**src/rtl/fetch_queue.sv**
```systemverilog
// -----------------------------------------------------------------------------
// fetch_queue
//   Instruction buffer between the fetch stage and the decoder. It holds up to
//   DEPTH {inst, pc, pred} entries in a circular buffer and presents them in
//   order to decode. This lets fetch keep running while decode is stalled.
//   A flush discards every buffered entry.
//
// Handshake:
//   A transfer happens on a rising clk edge where valid & ready are both 1.
//   The producer holds its payload stable while valid=1 and ready=0. Ready
//   never depends on the same-side valid.
//     push = in_valid  & in_ready   (in_ready  = !full & !flush)
//     pop  = out_valid & out_ready  (out_valid = !empty)
//
// Ports:
//   clk, reset                 clock, synchronous active-high reset
//   flush                      drop all entries at this edge
//   in_valid/in_ready          fetch-side handshake
//   in_inst/in_pc/in_pred      fetched word, its PC, predicted-taken bit
//   out_valid/out_ready        decode-side handshake
//   out_inst/out_pc/out_pred   head entry; all zero while empty
//   count                      occupancy, 0..DEPTH
// -----------------------------------------------------------------------------
module fetch_queue #(
  parameter int INST  = 32,
  parameter int ADDR  = 32,
  parameter int DEPTH = 4
) (
  input  logic                       clk,
  input  logic                       reset,
  input  logic                       flush,
  input  logic                       in_valid,
  output logic                       in_ready,
  input  logic [INST-1:0]            in_inst,
  input  logic [ADDR-1:0]            in_pc,
  input  logic                       in_pred,
  output logic                       out_valid,
  input  logic                       out_ready,
  output logic [INST-1:0]            out_inst,
  output logic [ADDR-1:0]            out_pc,
  output logic                       out_pred,
  output logic [$clog2(DEPTH):0]     count
);

  localparam int AW = $clog2(DEPTH);
  localparam int PW = AW + 1;

  // Storage
  logic [INST-1:0] inst_q [DEPTH];
  logic [ADDR-1:0] pc_q   [DEPTH];
  logic            pred_q [DEPTH];

  // Pointers carry one extra wrap bit above the index.
  logic [PW-1:0] rd_ptr_q, rd_ptr_d;
  logic [PW-1:0] wr_ptr_q, wr_ptr_d;

  logic [AW-1:0] rd_idx, wr_idx;
  logic          empty, full;
  logic          push, pop;

  assign rd_idx = rd_ptr_q[AW-1:0];
  assign wr_idx = wr_ptr_q[AW-1:0];

  assign empty = (rd_ptr_q == wr_ptr_q);
  // Same slot index but a different lap: the writer is a full lap ahead.
  assign full  = (rd_idx == wr_idx) && (rd_ptr_q[AW] != wr_ptr_q[AW]);

  assign in_ready  = !full && !flush;
  assign out_valid = !empty;

  assign push = in_valid  && in_ready;
  assign pop  = out_valid && out_ready;

  // Modulo-2*DEPTH difference falls naturally out of the PW-bit subtraction.
  assign count = wr_ptr_q - rd_ptr_q;

  // Head read. Zeroed while empty so the decoder sees a quiet all-zero word.
  assign out_inst = empty ? '0   : inst_q[rd_idx];
  assign out_pc   = empty ? '0   : pc_q[rd_idx];
  assign out_pred = empty ? 1'b0 : pred_q[rd_idx];

  // Pointer next-state. Flush wins over any same-cycle push or pop.
  always_comb begin
    rd_ptr_d = rd_ptr_q;
    wr_ptr_d = wr_ptr_q;
    if (flush) begin
      rd_ptr_d = '0;
      wr_ptr_d = '0;
    end else begin
      if (pop)  rd_ptr_d = rd_ptr_q + PW'(1);
      if (push) wr_ptr_d = wr_ptr_q + PW'(1);
    end
  end

  always_ff @(posedge clk) begin
    if (reset) begin
      rd_ptr_q <= '0;
      wr_ptr_q <= '0;
      for (int i = 0; i < DEPTH; i++) begin
        inst_q[i] <= '0;
        pc_q[i]   <= '0;
        pred_q[i] <= 1'b0;
      end
    end else begin
      rd_ptr_q <= rd_ptr_d;
      wr_ptr_q <= wr_ptr_d;
      // Payload is only ever overwritten by a push. Pop and flush move
      // pointers only.
      if (push) begin
        inst_q[wr_idx] <= in_inst;
        pc_q[wr_idx]   <= in_pc;
        pred_q[wr_idx] <= in_pred;
      end
    end
  end

`ifndef SYNTHESIS
  a_no_push_full: assert property (@(posedge clk) disable iff (reset)
    !(push && full));
  a_no_pop_empty: assert property (@(posedge clk) disable iff (reset)
    !(pop && empty));
  a_count_range:  assert property (@(posedge clk) disable iff (reset)
    count <= PW'(DEPTH));
`endif

endmodule

```
**config.mk**
```make
export PLATFORM = sky130hd
export DESIGN_NAME = fetch_queue
export DESIGN_NICKNAME = d
export VERILOG_FILES = /design/src/rtl/fetch_queue.sv
export SDC_FILE = /design/constraint.sdc
export NUM_CORES = 1
export LEC_CHECK = 0
export BUFFER_PORTS_ARGS = -buffer_cell sky130_fd_sc_hd__buf_4
export CAP_MARGIN = 20
export CORE_MARGIN = 2
export CORE_UTILIZATION = 45
export CTS_CLUSTER_DIAMETER = 80
export DETAILED_ROUTE_END_ITERATION = 8
export GPL_TIMING_DRIVEN = 0
export MAX_ROUTING_LAYER = met4
export PLACE_DENSITY = 0.75
export REMOVE_ABC_BUFFERS = 1
export SLEW_MARGIN = 20
export SYNTH_ARGS = -nofsm -noshare
export SYNTH_HDL_FRONTEND = slang
export SYNTH_SLANG_ARGS = --single-unit
```
**constraint.sdc**
```tcl
create_clock -name clk -period 3.6 [get_ports clk]
set_input_delay 0.18 -clock clk [delete_from_list [all_inputs] [get_ports clk]]
set_output_delay 0.18 -clock clk [all_outputs]
set_load 0.03 [all_outputs]
```
After elaboration in Yosys (flattened, before gate mapping)
Memory sizes are Yosys's and may differ from the RTL's. A register that Yosys moved wholly into a read port is not among the register bits.
Index checks and enable logic that the tools add are counted.
- flip-flop bits (word level): 6
- bits in writable memories: 260
- word-level logic and storage cells: 45
- memories kept: 3
- add/sub/neg operators: 3
- eq/ne operators: 3
- mux-type cells: 23
- reductions and logical operators: 11
- memories (name ; words ; width ; rd ports ; clocked after Yosys merged registers in ; write ports ; RTL line ; text):
    inst_q ; 4 ; 32 ; 1 ; 1 ; 4 ; 49 ; logic [INST-1:0] inst_q [DEPTH];
    pc_q ; 4 ; 32 ; 1 ; 1 ; 4 ; 50 ; logic [ADDR-1:0] pc_q [DEPTH];
    pred_q ; 4 ; 1 ; 1 ; 1 ; 4 ; 51 ; logic pred_q [DEPTH];
- operators with widths (operator ; count):
    32-bit 2-to-1 mux ; 4
    32-bit OR reduction ; 2
    2-bit 2-to-1 mux ; 9
    1-bit 2-to-1 mux ; 10
    3-bit by 1-bit adder with 3-bit output (second input constant) ; 2
    1-bit logical AND ; 4
    3-bit equality test ; 1
    1-bit logical NOT ; 3
    3-bit subtractor ; 1
    2-bit equality test ; 1
    2-bit OR reduction ; 1
    1-bit inequality test ; 1
    1-bit OR reduction ; 1

Depth between registers and ports, before layout
Gate-level depths: netlist (run 1).
- depth in word-level cells: 10
- gate-level depth with buffers: 8

Worst setup path after synthesis (run 1)
OpenSTA, ideal clock, no wires.
- path kind: register to register
- from: register wr_ptr_q[0]
- to: memory inst_q[0][0] (enable)
- library setup time: 434 ps
- arrival time: 2638 ps
- data required time: 3166 ps
- setup slack: 528 ps
- stages on the path, launching flop included: 6
- path buffers: 0
- period minus slack after synthesis: 3072 ps
- cell sequence: dfxtp_1 -> inv_1 -> ha_1 -> nand2_1 -> o2111ai_2 -> nand2b_1
- RTL lines (element ; RTL line ; text):
    start: declaration ; 55 ; logic [PW-1:0] wr_ptr_q, wr_ptr_d;
    start signal: assignment ; 106 ; wr_ptr_q <= wr_ptr_d;
    end: declaration ; 49 ;

Worst setup path after layout (run 1)
- from: register wr_ptr_q[0]
- to: output out_inst[8]
- cells in the longest elaborated chain, start to end: 2
- RTL lines (element ; RTL line ; text):
    3-bit equality test ; 64 ; assign empty = (rd_ptr_q == wr_ptr_q);
    32-bit 2-to-1 mux ; 78 ; assign out_inst = empty ? '0 : inst_q[rd_idx];
    end: declaration ; 39 ; output logic [INST-1:0] out_inst,
No other way between the ends.

==> results of run 1 <==
==> worst max path at each step <==
stage	start	end	depth (start not counted)
finish	wr_ptr_q[0]$_SDFFE_PP0P_	out_inst[8]	7
floorplan	wr_ptr_q[0]$_SDFFE_PP0P_	inst_q[2][0]$_SDFFCE_PN0P_	5
CTS	wr_ptr_q[0]$_SDFFE_PP0P_	inst_q[2][13]$_SDFFCE_PN0P_	9
global placement	wr_ptr_q[0]$_SDFFE_PP0P_	pc_q[0][30]$_SDFFCE_PN0P_	5
global route	wr_ptr_q[0]$_SDFFE_PP0P_	inst_q[1][13]$_SDFFCE_PN0P_	8
detailed placement	wr_ptr_q[0]$_SDFFE_PP0P_	pc_q[2][30]$_SDFFCE_PN0P_	9
==> cell families (layout without fill, tap and decap cells) <==
kind of cell,count (synthesis),in the layout,synth area share (%)
AND/OR/NAND/NOR,410,411,15.8
flip-flops,268,268,66.8
multiplexers,71,71,12.8
buffers and inverters,66,222,2.85
AO/OA/AOI/OAI,11,11,0.850
adder cells (fa/ha/maj),5,5,0.588
XOR/XNOR,3,3,0.283
other,0,1,0
==> synth_stat cells (all sizes together) <==
library cell,n
o211ai,2
o211a,1
fa,1
mux2i,6
o21ai,1
or3,2
clkbuf,22
nand2b,68
a31o,1
edfxtp,260
nand4,1
and2,66
xor2,1
dfxtp,8
buf,36
nor2b,1
inv,8
a21oi,2
mux4,65
nand4b,1
a21boi,1
nor2,262
ha,4
xnor2,2
o2111ai,3
nand2,9
==> final cells by class <==
cell class / count / area share, %
diodes: 1 / 0.0171
clock buffers: 33 / 5.07
clock inverters: 19 / 1.19
inverters: 8 / 0.222
multi-input cells: 501 / 25.3
flip-flops and latches: 268 / 54.5
well taps: 335 / 2.87
repair buffers: 162 / 10.8
==> worst max-delay path, delay by kind of cell (launching register included) <==
kind	cells	cell delay [ns]
fa+ha+maj	1	0.34
buf+inv	3	0.92
flops	1	0.48
simple gates	3	0.81
==> power by group through the flow <==
stage          clock network [mW]  registers (mW)  logic [mW]
2_1_floorplan                   0            3.65       0.269
3_3_place_gp                    0            3.67       0.464
3_5_place_dp                    0            3.66       0.515
4_1_cts                      2.91            3.59       0.522
5_1_grt                      3.03            3.60       0.556
6_report                     2.87            3.59       0.513
==> state kept, by name (all words and copies together) (netlist names), named ones only <==
| signal | count |
|---|---|
| inst_q | 128 |
| pred_q | 4 |
| pc_q | 128 |
| rd_ptr_q | 3 |
| wr_ptr_q | 3 |
==> cells in the final DEF, fill, tap and decap left out, types with 3 or more instances in the layout <==
master / synthesis / routed
and2_1: 66 / 66
buf_12: 0 / 4
buf_16: 0 / 15
buf_4: 19 / 139
bufinv_16: 0 / 3
clkbuf_1: 22 / 4
clkbuf_16: 0 / 29
clkinv_1: 0 / 6
clkinv_2: 0 / 7
dfxtp_1: 8 / 6
dlygate4sd3_1: 0 / 4
edfxtp_1: 260 / 260
ha_1: 4 / 4
inv_1: 8 / 7
mux2i_1: 6 / 6
mux4_2: 65 / 65
nand2_1: 9 / 9
nand2b_1: 68 / 65
nand2b_4: 0 / 3
nor2_1: 262 / 262
o2111ai_4: 0 / 3
==> through the flow <==
step	instances	total power, mW	hold slack [ns]	worst slack [ns]
after detailed placement	1269	4.17	0.504	0.149
after floorplan	776	3.92	0.359	-1.15
after global routing	1326	7.19	0.0293	0.151
after CTS	1325	7.02	0.000399	0.114
after global placement	1250	4.13	0.497	-5.20
final	1327	6.97	0.0200	0.306
==> timing repair <==
action	CTS	global route
setup endpoints to repair	0	27
hold buffers	4	0
hold endpoints to repair	6	0
==> routing by layer <==
metal,routed length [um],share of wire (%),vias to the layer above
met2,13800,51,204
met3,1260,4.6,43
met1,11500,42,3573
met5,0,0,-
met4,527,1.9,0
li1,-,-,3250
==> summary.txt, run 1 <==
met1 usage: 26.5%
Worst Path Class, Setup: register to output pin
max_slew headroom: 43.2%
routed length per instance: 20.4 um
via count: 7,070
Worst Hold Launch: in_pc[23]
worst path cell trace: inv_1 -> ha_1 -> nand2_1 -> nor2_1 -> inv_4 -> and2_1 -> buf_4
Worst Max-Slew Pin Slew: 0.850 ns
fraction of layout cells with a size suffix above 1: 28.1%
crit end category: output pin
clk sinks: 268
Post-CTS Setup Bufs: 0
hold path depth: 3
Area Overhead vs Synth: 22.6%
root buffer cell: clkbuf_16
first-pass GRT wire length: 42.3 mm
share of the yosys chip area belonging to registers: 66.8%
die height: 167 um
Util after Layout: 56.1%
Worst Hold Class: primary input to register
Clock Skews: 0.00954 ns
Clock Latency Late Sink: 0.53 ns
top post-synthesis cells by area: edfxtp_1 65%, mux4_2 12%, nor2_1 8.2%
final setup fails: 0
worst vdd ir: 0.348 mV
Max stage delay on crit path: 0.54 ns
FP Rows: 59
RSZ-0062 raised after global routing: false
H-Tree Depth: 1
# nets final: 1,044
DIE AREA: 27,800 sq um
IO Pins: 140
fin crit share: 91.5%
Max Fclk: 0.304 GHz
Syn Inst Count: 834
CP Launch Type: register
Final ANT Viol Nets: 0
R2R Path End: pc_q[1][14]$_SDFFCE_PN0P_
setup_tns: 0 ns
PortBufs: 139
placed inst area: 13,700 sq um
switching share of total power: 21.8%
Critical Path RT: 3.42 ns
Final Hold Vio Count: 0
GRT Residual Overflow: 0
Slowest cell on crit path: inv_4
Crit path arrival time: 3.11 ns
Synth area leader: edfxtp_1
Seq pwr share: 51.5%
vias per cell: 5.33
Final Max Slew Viols: 0
DRC: 0
clock power share: 41.2%
initial antenna violation count: 0
min Tclk post-route: 3.29 ns
Die Wd: 167 um
Max Buffers Root-to-Sink: 3
Syn. warnings: 0
status: completed
pwr dens: 477 nW/um^2
Internal: 5.45 mW
syn avg cell area: 14.3 sq um
R2R depth: 8
Initial Util: 45.8%
CTS tree: done
largest net degree at the start of global routing: 73
TritonRoute pass-1 iters: 4
routing usage on met3: 2.66%
TritonCTS buffer count: 28
FF-to-FF setup slack: 0.33 ns
routability cong.: 0.741
DR iter-0 viols: 499
Multi-input gate area: 3700 sq um
Synth Register Bits: 268
Cell Area, Synth: 11,900 sq um
core area: 26,100 sq um
Worst-path clk slew: 0.06 ns
Comb power frac: 7.4%
GR Util met2: 33.6%
Hold EP: pc_q[3][23]$_DFFE_PP_
vias in the first global route: 7,581
fill count: 2,150
final wirelength: 27.1 mm
unique cell type count in the Yosys netlist: 28
Synth top area share: 65.5%
PostCTS Resize Cnt: 0
finished layout cell area: 14,600 sq um
# Max-Cap Violations: 0
HPWL after DPL: 15.8 mm
Crit Path Max Fanout: 66
r2r startpoint: wr_ptr_q[0]$_SDFFE_PP0P_
GR peak layer: met2
sequential cell area: 7980 sq um
All-Layer GR Usage: 20.1%
Leak: 5.46 nW
P_sw: 1.52 mW
(Power assumes the default switching activity.)
==> run 2: changes to the inputs <==
--- a/config.mk
+++ b/config.mk
@@ -7,7 +7,8 @@
 export LEC_CHECK = 0
 export BUFFER_PORTS_ARGS = -buffer_cell sky130_fd_sc_hd__buf_4
 export CAP_MARGIN = 20
-export CORE_MARGIN = 2
+export CORE_ASPECT_RATIO = 1.75
+export CORE_MARGIN = 3
 export CORE_UTILIZATION = 45
 export CTS_CLUSTER_DIAMETER = 80
 export DETAILED_ROUTE_END_ITERATION = 8
==> run 2 against run 1 <==
  * Combinational power about the same
  * Critical path type is now register to register
  * Die area increased by 2.7%
  * Non-clock buffer count is 3 higher
  * Count of clock-buffer cells in the layout decreased by 2
  * Hold slack gained 0.0090 ns
  * Sequential share of layout area increased by 0.76 points
  * Critical path depth is 1 higher
  * Via count barely moved
  * Clock power fell by 14%
  * Largest cell class unchanged
  * Clock skew decreased by 0.0019 ns
  * Final cell count down 1.8%
==> summary.txt, run 2 (synthesis gave the netlist of run 1 again) <==
Worst-path clk slew: 0.06 ns (about the same)
core area: 26,100 sq um (about the same)
Die Wd: 129 um (-23%)
crit end category: register
Max Buffers Root-to-Sink: 3 (unchanged)
most frequent cells in the layout: 262 x nor2_1, 260 x edfxtp_1, 139 x buf_4
Crit path arrival time: 3.59 ns (+0.48 ns)
fin crit share: 93.0% (+1.5 points)
highest routed layer: met4
Min Hold Slack: 0.0290 ns (+0.00903 ns)
TritonRoute pass-1 iters: 5 (+1)
final wirelength: 27.1 mm (about the same)
Seq pwr share: 54.6% (+3.1 points)
Largest regs: inst_q x128, pc_q x128, pred_q x4
Worst Path Class, Setup: register to register
initial antenna violation count: 0 (unchanged)
Final Power: 6.57 mW (-5.8%)
PortBufs: 139 (unchanged)
Met3 Wirelength: 1.45 mm (+16%)
finished layout cell area: 14,400 sq um (-1.4%)
Worst Max-Slew Pin Slew: 0.838 ns (-0.0116 ns)
die height: 221 um (+33%)
Slowest cell on crit path: o2111ai_4
WL met2: 14.9 mm (+8.3%)
CTS tree: done
DIE AREA: 28,600 sq um (+2.7%)
first-pass GRT wire length: 42.5 mm (+0.52%)
Max stage delay on crit path: 0.65 ns (+0.11 ns)
# Max-Cap Violations: 0 (unchanged)
min Tclk post-route: 3.35 ns (+0.0545 ns)
most frequent CP cell: buf_8
max_slew headroom: 44.0% (+0.77 points)
Clock Latency Late Sink: 0.51 ns (-0.02 ns)
CP Launch Type: register
Internal: 5.18 mW (-5.1%)
via count: 7,077 (+0.099%)
Clock Skews: 0.00762 ns (-0.00192 ns)
r2r startpoint: wr_ptr_q[0]$_SDFFE_PP0P_
worst path cell trace: inv_1 -> ha_1 -> nand2_1 -> o2111ai_4 -> buf_8 -> buf_8 -> nand2b_4 -> buf_16
status: completed
Initial Util: 45.8% (about the same)
Final ANT Viol Nets: 0 (unchanged)
Final Max Slew Viols: 0 (unchanged)
Post-Route M1 WL: 10.2 mm (-12%)
vias in the first global route: 7,686 (+1.4%)
most common cell after layout, fill and taps aside: nor2_1
Max Fclk: 0.299 GHz (-1.6%)
routed length per instance: 20.8 um (+1.8%)
# diodes: 0 (-1)
switching share of total power: 21.2% (-0.62 points)
clk sinks: 268 (unchanged)
largest net degree at the start of global routing: 73 (unchanged)
Final Hold Vio Count: 0 (unchanged)
PostCTS Resize Cnt: 0 (unchanged)
Util after Layout: 55.4% (-0.77 points)
setup_tns: 0 ns (unchanged)
FP Rows: 78 (+32%)
critical path's top delay family: buffers and inverters
P_sw: 1.39 mW (-8.5%)
CP Launch Point: wr_ptr_q[0]$_SDFFE_PP0P_
GRT Residual Overflow: 0 (unchanged)
Crit Path Max Fanout: 35 (-47%)
Worst Hold Launch: in_pc[1]
clock power share: 37.5% (-3.7 points)
Critical Path RT: 3.85 ns (+0.43 ns)
Buf/Inv on CP: 4 (+1)
RSZ-0062 raised after global routing: false
fraction of layout cells with a size suffix above 1: 27.7% (-0.38 points)
worst vdd ir: 0.430 mV (+23%)
Area Overhead vs Synth: 20.9%
Post-CTS Setup Bufs: 0 (unchanged)
Comb power frac: 7.9% (+0.5 points)
H-Tree Depth: 1 (unchanged)
root buffer cell: clkbuf_16
Leak: 5.37 nW (-1.6%)
routability cong.: 0.751 (+1.3%)
Worst Hold Class: primary input to register
All-Layer GR Usage: 19.8% (-0.25 points)
placed inst area: 13,600 sq um (about the same)
HPWL after DPL: 16.4 mm (+4.0%)
DR iter-0 viols: 605 (+21%)
vias per cell: 5.43 (+1.9%)
TritonCTS buffer count: 24 (-14%)
final setup fails: 0 (unchanged)
# nets final: 1,043 (-0.096%)
DRC: 0 (unchanged)
IO Pins: 140 (unchanged)
pwr dens: 455 nW/um^2 (-4.5%)
==> run 2: area by class of cell <==
type	count	area (sq um)
tap	320	400
inverter	8	30.0
fill	2126	11600
multi-input combinational	501	3700
clock buffer	31	648
timing repair buffer	165	1570
sequential	268	7980
clock inverter	10	97.6
==> run 2: worst reg2reg max path, cell delays in order, from the launching register on <==
cell and delay (ns):
dfxtp_1 0.47, inv_1 0.20, ha_1 0.36, nand2_1 0.27, o2111ai_4 0.65, buf_8 0.26, buf_8 0.18, nand2b_4 0.32
buf_16 0.35
==> run 2: through the flow <==
step / setup slack (ns) / cells
2_1_floorplan: -1.15 / 776
3_3_place_gp: -5.35 / 1235
3_5_place_dp: 0.0238 / 1259
4_1_cts: 0.0343 / 1302
5_1_grt: 0.0665 / 1303
6_report: 0.251 / 1303
==> run 2: what timing repair did <==
item,4_1_cts,5_1_grt
endpoints found under the setup margin,0,33
hold buffers,2,0
endpoints found under the hold margin,4,0
==> run 2: worst paths after layout <==
kind / to / depth (start not counted) / slack (ns)
setup / recovery: inst_q[1][5]$_SDFFCE_PN0P_ / 8 / 0.25
hold / removal: pc_q[3][1]$_DFFE_PP_ / 3 / 0.03
setup reg to reg: inst_q[1][5]$_SDFFCE_PN0P_ / 8 / 0.25
hold reg to reg: register / 2 / 0.54
==> run 2: routing by layer <==
metal	vias to the layer above	GRT usage (%)
li1	3233	-
met1	3610	23.6
met2	201	34.8
met3	33	2.92
met4	0	5.60
met5	-	-
==> run 2: power by group through the flow <==
| stage | clock [mW] | sequential, mW | combinational [mW] |
|---|---|---|---|
| 6_report | 2.46 | 3.59 | 0.516 |
| 5_1_grt | 2.64 | 3.60 | 0.556 |
| 4_1_cts | 2.52 | 3.59 | 0.523 |
| 3_5_place_dp | 0 | 3.66 | 0.520 |
| 3_3_place_gp | 0 | 3.67 | 0.466 |
| 2_1_floorplan | 0 | 3.65 | 0.269 |
==> run 3: changes to the inputs <==
==> constraint.sdc (replaced) <==
create_clock -name clk -period 4 [get_ports clk]
set_input_delay 0.2 -clock clk [delete_from_list [all_inputs] [get_ports clk]]
set_output_delay 0.2 -clock clk [all_outputs]
set_load 0.03 [all_outputs]
==> run 3 against run 2 <==
  * Global-route usage stayed put
  * Utilization barely moved
  * Routed wire length down 0.35%
  * Critical path type unchanged
  * Die area did not move
  * Count of clock-buffer cells in the layout is the same
  * Sequential power decreased by 10%
  * Via count increased by 0.18%
  * Highest routed layer unchanged
  * Largest cell class unchanged
  * Setup slack better by 0.20 ns
  * Register-to-register slack gained 0.20 ns
  * Combinational power decreased by 10%
==> summary.txt, run 3 (synthesis gave the netlist of run 1 again) <==
most frequent cells in the layout: 262 x nor2_1, 260 x edfxtp_1, 139 x buf_4
max_slew headroom: 44.2% (+0.20 points)
R2R depth: 9 (+1)
root buffer cell: clkbuf_16
Place WS: 0.424 ns (+0.400 ns)
hold path depth: 3 (unchanged)
placed inst area: 13,600 sq um (unchanged)
PostCTS Resize Cnt: 0 (unchanged)
RSZ-0062 raised after global routing: false
crit end category: register
Area Overhead vs Synth: 20.9% (about the same)
TritonCTS buffer count: 24 (unchanged)
r2r startpoint: wr_ptr_q[0]$_SDFFE_PP0P_
Final Hold Vio Count: 0 (unchanged)
GRT Residual Overflow: 0 (unchanged)
worst setup margin: 0.455 ns (+0.204 ns)
fin crit share: 88.6% (-4.4 points)
final wirelength: 27.0 mm (-0.35%)
Crit Path Max Fanout: 33 (-5.7%)
clock power share: 37.6% (about the same)
CTS Hold Bufs: 2 (unchanged)
CTS tree: done
min Tclk post-route: 3.54 ns (+0.196 ns)
Die Wd: 129 um (unchanged)
Final ANT Viol Nets: 0 (unchanged)
Worst Hold Class: primary input to register
fraction of layout cells with a size suffix above 1: 27.6% (-0.074 points)
DR iter-0 viols: 580 (-4.1%)
Worst Max-Slew Pin Slew: 0.835 ns (-0.00300 ns)
PortBufs: 139 (unchanged)
clk sinks: 268 (unchanged)
Critical Path RT: 4.20 ns (+0.35 ns)
Internal: 4.66 mW (-10%)
finished layout cell area: 14,400 sq um (about the same)
end of the critical path: inst_q[0][0]$_SDFFCE_PN0P_
via count: 7,090 (+0.18%)
CP Launch Type: register
Final Power: 5.91 mW (-10%)
largest net degree at the start of global routing: 73 (unchanged)
first-pass GRT wire length: 42.5 mm (unchanged)
initial antenna violation count: 0 (unchanged)
TritonRoute pass-1 iters: 6 (+1)
Crit path arrival time: 3.74 ns (+0.15 ns)
All-Layer GR Usage: 19.8% (unchanged)
most common cell after layout, fill and taps aside: nor2_1
# diodes: 0 (unchanged)
switching share of total power: 21.2% (about the same)
vias per cell: 5.45 (+0.26%)
fill count: 2,128 (+0.094%)
DRC: 0 (unchanged)
core area: 26,100 sq um (unchanged)
Max Buffers Root-to-Sink: 3 (unchanged)
Seq pwr share: 54.6% (about the same)
routability cong.: 0.751 (unchanged)
Min Hold Slack: 0.0490 ns (+0.0200 ns)
die height: 221 um (unchanged)
final setup fails: 0 (unchanged)
FP Rows: 78 (unchanged)
Leak: 5.36 nW (about the same)
Post-CTS Setup Bufs: 0 (unchanged)
Final Max Slew Viols: 0 (unchanged)
vias in the first global route: 7,686 (unchanged)
status: completed
HPWL after DPL: 16.4 mm (unchanged)
P_sw: 1.25 mW (-10%)
FF-to-FF setup slack: 0.46 ns (+0.20 ns)
routed length per instance: 20.7 um (-0.27%)
R2R Path End: inst_q[0][0]$_SDFFCE_PN0P_
Clock Skews: 0.00871 ns (+0.00109 ns)
Largest regs: inst_q x128, pc_q x128, pred_q x4
CP Launch Point: wr_ptr_q[0]$_SDFFE_PP0P_
Initial Util: 45.8% (unchanged)
IO Pins: 140 (unchanged)
# nets final: 1,042 (-0.096%)
DIE AREA: 28,600 sq um (unchanged)
pwr dens: 410 nW/um^2 (-10%)
Clock Latency Late Sink: 0.52 ns (about the same)
Max Fclk: 0.282 GHz (-5.5%)
Worst-path clk slew: 0.06 ns (about the same)
H-Tree Depth: 1 (unchanged)
worst vdd ir: 0.387 mV (-10%)
Comb power frac: 7.8% (about the same)
# Max-Cap Violations: 0 (unchanged)
Worst Path Class, Setup: register to register
run 3: cell type report:
cell class / instances / area [sq um] / area share (%)
inverters: 8 / 30.0 / 0.208
flip-flops and latches: 268 / 7980 / 55.3
clock buffers: 31 / 648 / 4.50
multi-input cells: 500 / 3690 / 25.6
well taps: 320 / 400 / 2.78
repair buffers: 165 / 1570 / 10.9
clock inverters: 10 / 97.6 / 0.677
run 3: critical path: stages, from the launching register on:
cell       delay [ns]
dfxtp_1          0.47
inv_1            0.20
ha_1             0.35
nand2_1          0.35
o2111ai_4        0.41
buf_16           0.32
buf_8            0.16
buf_16           0.16
nand2b_4         0.44
buf_12           0.29
run 3: worst min path at each step:
stage / slack [ns] / startpoint / to
CTS: 0.03 / in_pc[1] / pc_q[3][1]$_DFFE_PP_
global placement: 0.51 / wr_ptr_q[0]$_SDFFE_PP0P_ / wr_ptr_q[0]$_SDFFE_PP0P_
global route: 0.06 / in_pc[8] / pc_q[3][8]$_DFFE_PP_
detailed placement: 0.53 / rd_ptr_q[0]$_SDFFE_PP0P_ / register
finish: 0.05 / in_pc[1] / pc_q[3][1]$_DFFE_PP_
floorplan: 0.38 / reset / wr_ptr_q[2]$_SDFFE_PP0P_
run 3: power groups by stage:
stage	Combinational, mW	Sequential, mW	Clock [mW]
after floorplan	0.242	3.29	0
after global placement	0.419	3.30	0
after detailed placement	0.468	3.29	0
after CTS	0.471	3.23	2.26
after global routing	0.499	3.24	2.37
final	0.463	3.23	2.22
run 3: stage by stage:
step | util [%] | TNS [ns] | instances
floorplan | - | -145.56 | 776
global placement | 50.1 | -1223.94 | 1235
detailed placement | 52.4 | 0 | 1259
CTS | 55.3 | 0 | 1302
global route | 55.3 | 0 | 1302
finish | 55.3 | 0 | 1302
run 3: routing by layer:
layer / wire (um) / vias up / GRT usage [%]
li1: - / 3228 / -
met1: 10000 / 3597 / 23.6
met2: 14800 / 225 / 34.8
met3: 1580 / 40 / 2.92
met4: 554 / 0 / 5.60
met5: 0 / - / -
